[src/rtl/branch_target_predictor.sv]
// Direct-mapped BTB with 2-bit counters; optional perf counters under BTB_PERF_CNT_EN.
// Latency: prediction registered one cycle after fetch_valid_i; training lands at the same edge.
// Backpressure: none; a lookup and a feedback update are accepted every cycle.
module branch_target_predictor #(
    parameter int AWIDTH  = 32,
    parameter int ENTRIES = 16
) (
    input  logic              clk_i,
    input  logic              reset_i,
    input  logic              fetch_valid_i,
    input  logic [AWIDTH-1:0] fetch_pc_i,
    output logic              pred_valid_o,
    output logic              pred_taken_o,
    output logic [AWIDTH-1:0] pred_npc_o,
    input  logic              fb_taken_i,
    input  logic              fb_not_taken_i,
    input  logic [AWIDTH-1:0] fb_pc_i,
    input  logic [AWIDTH-1:0] fb_target_i,
`ifdef BTB_PERF_CNT_EN
    output logic [31:0]       cnt_lookups_o,
    output logic [31:0]       cnt_hits_o,
    output logic [31:0]       cnt_allocs_o,
`endif
    input  logic              invalidate_i
);

    localparam int IDX_BITS = $clog2(ENTRIES);
    localparam int TAG_BITS = AWIDTH - IDX_BITS;

    logic [ENTRIES-1:0]  valid_q, valid_d;
    logic [TAG_BITS-1:0] tag_q [ENTRIES];
    logic [AWIDTH-1:0]   tgt_q [ENTRIES];
    logic [1:0]          ctr_q [ENTRIES];

    logic                pred_valid_q, pred_valid_d;
    logic                pred_taken_q, pred_taken_d;
    logic [AWIDTH-1:0]   pred_npc_q, pred_npc_d;

    logic [IDX_BITS-1:0] lk_idx, fb_idx;
    logic [TAG_BITS-1:0] lk_tag, fb_tag;
    logic                lk_hit, lk_taken, fb_hit;
    logic                alloc, train_inc, train_dec;

    function automatic logic [1:0] sat_inc(input logic [1:0] c);
        return (c == 2'b11) ? c : c + 2'd1;
    endfunction

    function automatic logic [1:0] sat_dec(input logic [1:0] c);
        return (c == 2'b00) ? c : c - 2'd1;
    endfunction

    assign lk_idx   = fetch_pc_i[IDX_BITS-1:0];
    assign lk_tag   = fetch_pc_i[AWIDTH-1:IDX_BITS];
    assign fb_idx   = fb_pc_i[IDX_BITS-1:0];
    assign fb_tag   = fb_pc_i[AWIDTH-1:IDX_BITS];
    assign lk_hit   = valid_q[lk_idx] && (tag_q[lk_idx] == lk_tag);
    assign lk_taken = lk_hit && ctr_q[lk_idx][1];
    assign fb_hit   = valid_q[fb_idx] && (tag_q[fb_idx] == fb_tag);

    // Invalidate suppresses training; fb_taken wins if both feedback strobes are set.
    assign alloc     = !invalidate_i && fb_taken_i && !fb_hit;
    assign train_inc = !invalidate_i && fb_taken_i && fb_hit;
    assign train_dec = !invalidate_i && !fb_taken_i && fb_not_taken_i && fb_hit;

    always_comb begin
        pred_valid_d = fetch_valid_i;
        pred_taken_d = fetch_valid_i && lk_taken;
        pred_npc_d   = pred_npc_q;
        if (fetch_valid_i) begin
            pred_npc_d = lk_taken ? tgt_q[lk_idx] : fetch_pc_i + AWIDTH'(1);
        end
    end

    always_comb begin
        valid_d = valid_q;
        if (invalidate_i) begin
            valid_d = '0;
        end else if (alloc) begin
            valid_d[fb_idx] = 1'b1;
        end
    end

    always_ff @(posedge clk_i or posedge reset_i) begin
        if (reset_i) begin
            valid_q      <= '0;
            pred_valid_q <= 1'b0;
            pred_taken_q <= 1'b0;
            pred_npc_q   <= '0;
        end else begin
            valid_q      <= valid_d;
            pred_valid_q <= pred_valid_d;
            pred_taken_q <= pred_taken_d;
            pred_npc_q   <= pred_npc_d;
        end
    end

    // Payload is only meaningful behind a valid bit, so it carries no reset.
    always_ff @(posedge clk_i) begin
        if (alloc) begin
            tag_q[fb_idx] <= fb_tag;
            tgt_q[fb_idx] <= fb_target_i;
            ctr_q[fb_idx] <= 2'b10;
        end else if (train_inc) begin
            tgt_q[fb_idx] <= fb_target_i;
            ctr_q[fb_idx] <= sat_inc(ctr_q[fb_idx]);
        end else if (train_dec) begin
            ctr_q[fb_idx] <= sat_dec(ctr_q[fb_idx]);
        end
    end

    assign pred_valid_o = pred_valid_q;
    assign pred_taken_o = pred_taken_q;
    assign pred_npc_o   = pred_npc_q;

`ifdef BTB_PERF_CNT_EN
    logic [31:0] cnt_lookups_q, cnt_hits_q, cnt_allocs_q;

    always_ff @(posedge clk_i or posedge reset_i) begin
        if (reset_i) begin
            cnt_lookups_q <= '0;
            cnt_hits_q    <= '0;
            cnt_allocs_q  <= '0;
        end else begin
            cnt_lookups_q <= cnt_lookups_q + {31'd0, fetch_valid_i};
            cnt_hits_q    <= cnt_hits_q + {31'd0, fetch_valid_i && lk_hit};
            cnt_allocs_q  <= cnt_allocs_q + {31'd0, alloc};
        end
    end

    assign cnt_lookups_o = cnt_lookups_q;
    assign cnt_hits_o    = cnt_hits_q;
    assign cnt_allocs_o  = cnt_allocs_q;
`endif

    a_fb_exclusive: assert property (@(posedge clk_i) disable iff (reset_i)
        !(fb_taken_i && fb_not_taken_i));

endmodule

[config.mk]
export PLATFORM = sky130hd
export DESIGN_NAME = branch_target_predictor
export DESIGN_NICKNAME = d
export VERILOG_FILES = /design/src/rtl/branch_target_predictor.sv
export SDC_FILE = /design/constraint.sdc
export NUM_CORES = 1
export LEC_CHECK = 0
export BUFFER_PORTS_ARGS = -buffer_cell sky130_fd_sc_hd__buf_2
export CORE_AREA = 2 2 342 344
export CTS_BUF_LIST = sky130_fd_sc_hd__clkbuf_4
export CTS_CLUSTER_SIZE = 30
export DETAILED_ROUTE_END_ITERATION = 10
export DIE_AREA = 0 0 344 346
export PLACE_DENSITY = 0.58
export SYNTH_ARGS = -nofsm -noshare
export SYNTH_HDL_FRONTEND = slang
export SYNTH_SLANG_ARGS = --single-unit
[constraint.sdc]
create_clock -name clk_i -period 3.6 [get_ports clk_i]
set_clock_uncertainty 0.1 [all_clocks]
set_input_delay 0.36 -clock clk_i [delete_from_list [all_inputs] [get_ports clk_i]]
set_output_delay 0.36 -clock clk_i [all_outputs]
set_load 0.02 [all_outputs]
==> out/qor.yml <==
worst_setup_path:
  cp.required_ns: 4.26
  worstSetupPathType: "flop to flop"
  cp.arrival_ns: 4.25
  crit_fanout: 11
  worst_setup_path_start_kind: "flop"
  crit_path_end_kind: "flop"
  regToRegSetupSlack_ns: 0.007
detailed_routing:
  num_vias: 28488
  wl_per_cell_um: 31.1
  vias_per_cell: 5.84
  dr.pass1.iters: 5
  antenna_left: 0
  drc_errors: 0
  initialDrtViolationCount: 3014
  drt-total-wl_um: 152000
synth:
  ys_seq_area_frac: 0.679
  synth.net_count: 2455
  synth_flop_cell: "edfxtp_1"
  yosysMostFrequentCell: "edfxtp_1"
  yosys.area_share.simple: 0.0318
  ys_top_cells_by_count: "edfxtp_1, mux4_2, mux2i_1, nand2_1"
  synth_top_family_by_area: "multiplexers"
  synth.mux.area_fraction: 0.221
  yosys.area.top_type: "edfxtp_1"
  synth-edff-count: 992
  mappedNetlistArea_um2: 45700
  synth_warnings: 0
  syn_avg_cell_area_um2: 19.4
  synth_fa_ha_area_frac: 0.000274
  netlist.area_leader.share: 0.652
  synth.distinct_cells: 79
  yosys_register_bits: 1042
  synth_cells: 2352
  synth-xor-area-share: 0.0109
  synth_area_leaders: "edfxtp_1, mux4_2, mux2i_1"
  synth_compound_area_frac: 0.0370
  async_flop_share: 0.0480
sta:
  report.final.slew_viol_count: 0
  slew_headroom: 0.286
  setup_viol: 0
  final-hold-violation-count: 0
  tightest_slew_ns: 1.07
  timing.final.crit_share: 0.998
  timing.final.crit_period_ns: 3.59
  fmax_mhz: 278
  setup_slack_ns: 0.00718
die:
  die_area_um2: 119000
  std_cell_rows: 125
  top_level_ports: 136
  initial_utilization: 0.396
  die_x_um: 344
  core-area_um2: 115000
  die_h_um: 346
placed_design:
  placed_area_um2: 51400
  port_buffers: 135
  gp_congestion: 0.969
  place_inst: 4229
  place_ws_ns: -0.731
  hpwl_um: 98800
clocking:
  cts_tree: "built"
  clock_path_buffers: 4
  clock-root-buffer: "clkbuf_4"
  cts.sinks: 1042
  cts_buffers: 296
  htreeDepth: 5
  insertion_delay_ns: 1.17
  clkTransAtPathRegs_ns: 0.06
power_and_ir_drop:
  vdd.ir_drop.worst_v: 0.000302
  p_per_area_nw_per_um2: 467
  p_leak_uw: 0.0199
grt:
  antenna_found_initial: 11
  grt_start_max_net_pins: 134
  track_usage: 0.256
  grt_pass1_vias: 29529
  grt_pass1_wl_um: 213000
  grt-ovfl-total: 0
flow_run:
  cap_violations: 0
final_layout:
  drive_gt1_frac: 0.415
  stdcell_area_um2: 56700
  nNetsFinal: 3274
  syn_to_final_growth_pct: 23.9
  instances_no_fill: 4882
  utilization: 0.491
hold_path:
  hold_class: "primary input to flop"
run_status:
  outcome: "finished, final reports clean"
-- worst max-delay path: stages, from the launching register on --
cell       delay (ns)
edfxtp_1         0.38
mux2i_1          0.08
mux4_2           0.55
o221ai_1         0.30
buf_4            0.17
a2111oi_2        0.04
a31oi_2          0.42
a2111oi_2        0.09
and4_4           0.25
buf_12           0.15
buf_4            0.14
nor3_4           0.23
buf_4            0.32
-- sequential cells by signal, summed over array words and instances (netlist names) --
| signal | cells |
|---|---|
| tag_q | 448 |
| pred_valid_o | 1 |
| tgt_q | 512 |
| pred_npc_o | 32 |
| pred_taken_o | 1 |
| valid_q | 16 |
| ctr_q | 32 |
-- layer usage --
layer	part of all wire	track usage	up-vias	wire length [um]
met5	0.00032	0	-	48
met4	0.029	0.0890	8	4390
met3	0.089	0.0593	252	13500
met2	0.48	0.403	1540	72900
met1	0.40	0.350	14967	61200
li1	-	-	11721	-
-- timing repair --
item,CTS,global route
gates resized for setup,8,9
hold endpoints to repair,1231,0
cloned,0,0
hold buffers,162,0
pin swaps,1,3
setup buffers,0,6
endpoints found under the setup margin,189,301
-- layout make-up --
cell class	instances	area, um2
Clock inverter	71	383
Antenna cell	5	12.5
Clock buffer	409	3070
Timing Repair Buffer	664	6060
Tap cell	1524	1910
Multi-Input combinational cell	1134	14100
Sequential cell	1042	31000
Fill cell	9743	58800
Inverter	33	125
-- placed cells by master, fill, tap and decap left out, types with 24 or more instances in the layout --
cell type / count
nor2_1: 34
dfrtp_1: 50
clkbuf_4: 409
xnor2_1: 44
buf_12: 76
a22oi_1: 24
o21ai_0: 28
o21ai_1: 28
nand3_1: 29
mux4_2: 373
buf_2: 130
dlygate4sd3_1: 162
nand2_1: 110
mux2i_1: 153
buf_4: 292
edfxtp_1: 992
clkinv_1: 45
-- power by group --
part	switching, uW	internal, uW
combinational	1470	1170
clock	4890	5430
sequential	74.9	13400
-- per-stage QoR --
stage | hold slack, ns | setup TNS (ns) | power [uW]
global placement | 0.375 | -319.80 | 16200
detailed placement | 0.381 | -343.07 | 16200
CTS | 0.00194 | 0 | 26700
floorplan | 0.291 | -72.66 | 15000
finish | 0.107 | 0 | 26500
global route | 0.0608 | -0.256 | 27600
-- cells by family (layout without fill, tap and decap cells) --
group / Yosys count / after routing
xor+xnor: 57 / 57
mux: 542 / 542
flops: 1042 / 1042
fa+ha+maj: 1 / 1
buf+inv: 176 / 1177
other cells: 0 / 5
simple gates: 292 / 292
compound gates: 242 / 242
-- worst paths after layout --
| kind | from | to | cells after the start |
|---|---|---|---|
| worst max-delay path | tag_q[14][25] | tag_q[11][14] | 12 |
| worst min-delay path | fb_pc_i[6] | tag_q[1][2] | 2 |
| worst max register to register | tag_q[14][25] | tag_q[11][14] | 12 |
| worst min register to register | pred_npc_o[3] | pred_npc_o[3] | 2 |
| max in group asynchronous | reset_i | pred_npc_o[26] | 5 |
| min in group asynchronous | reset_i | pred_npc_o[16] | 4 |
Note: power is estimated with default switching activity, not from simulation.
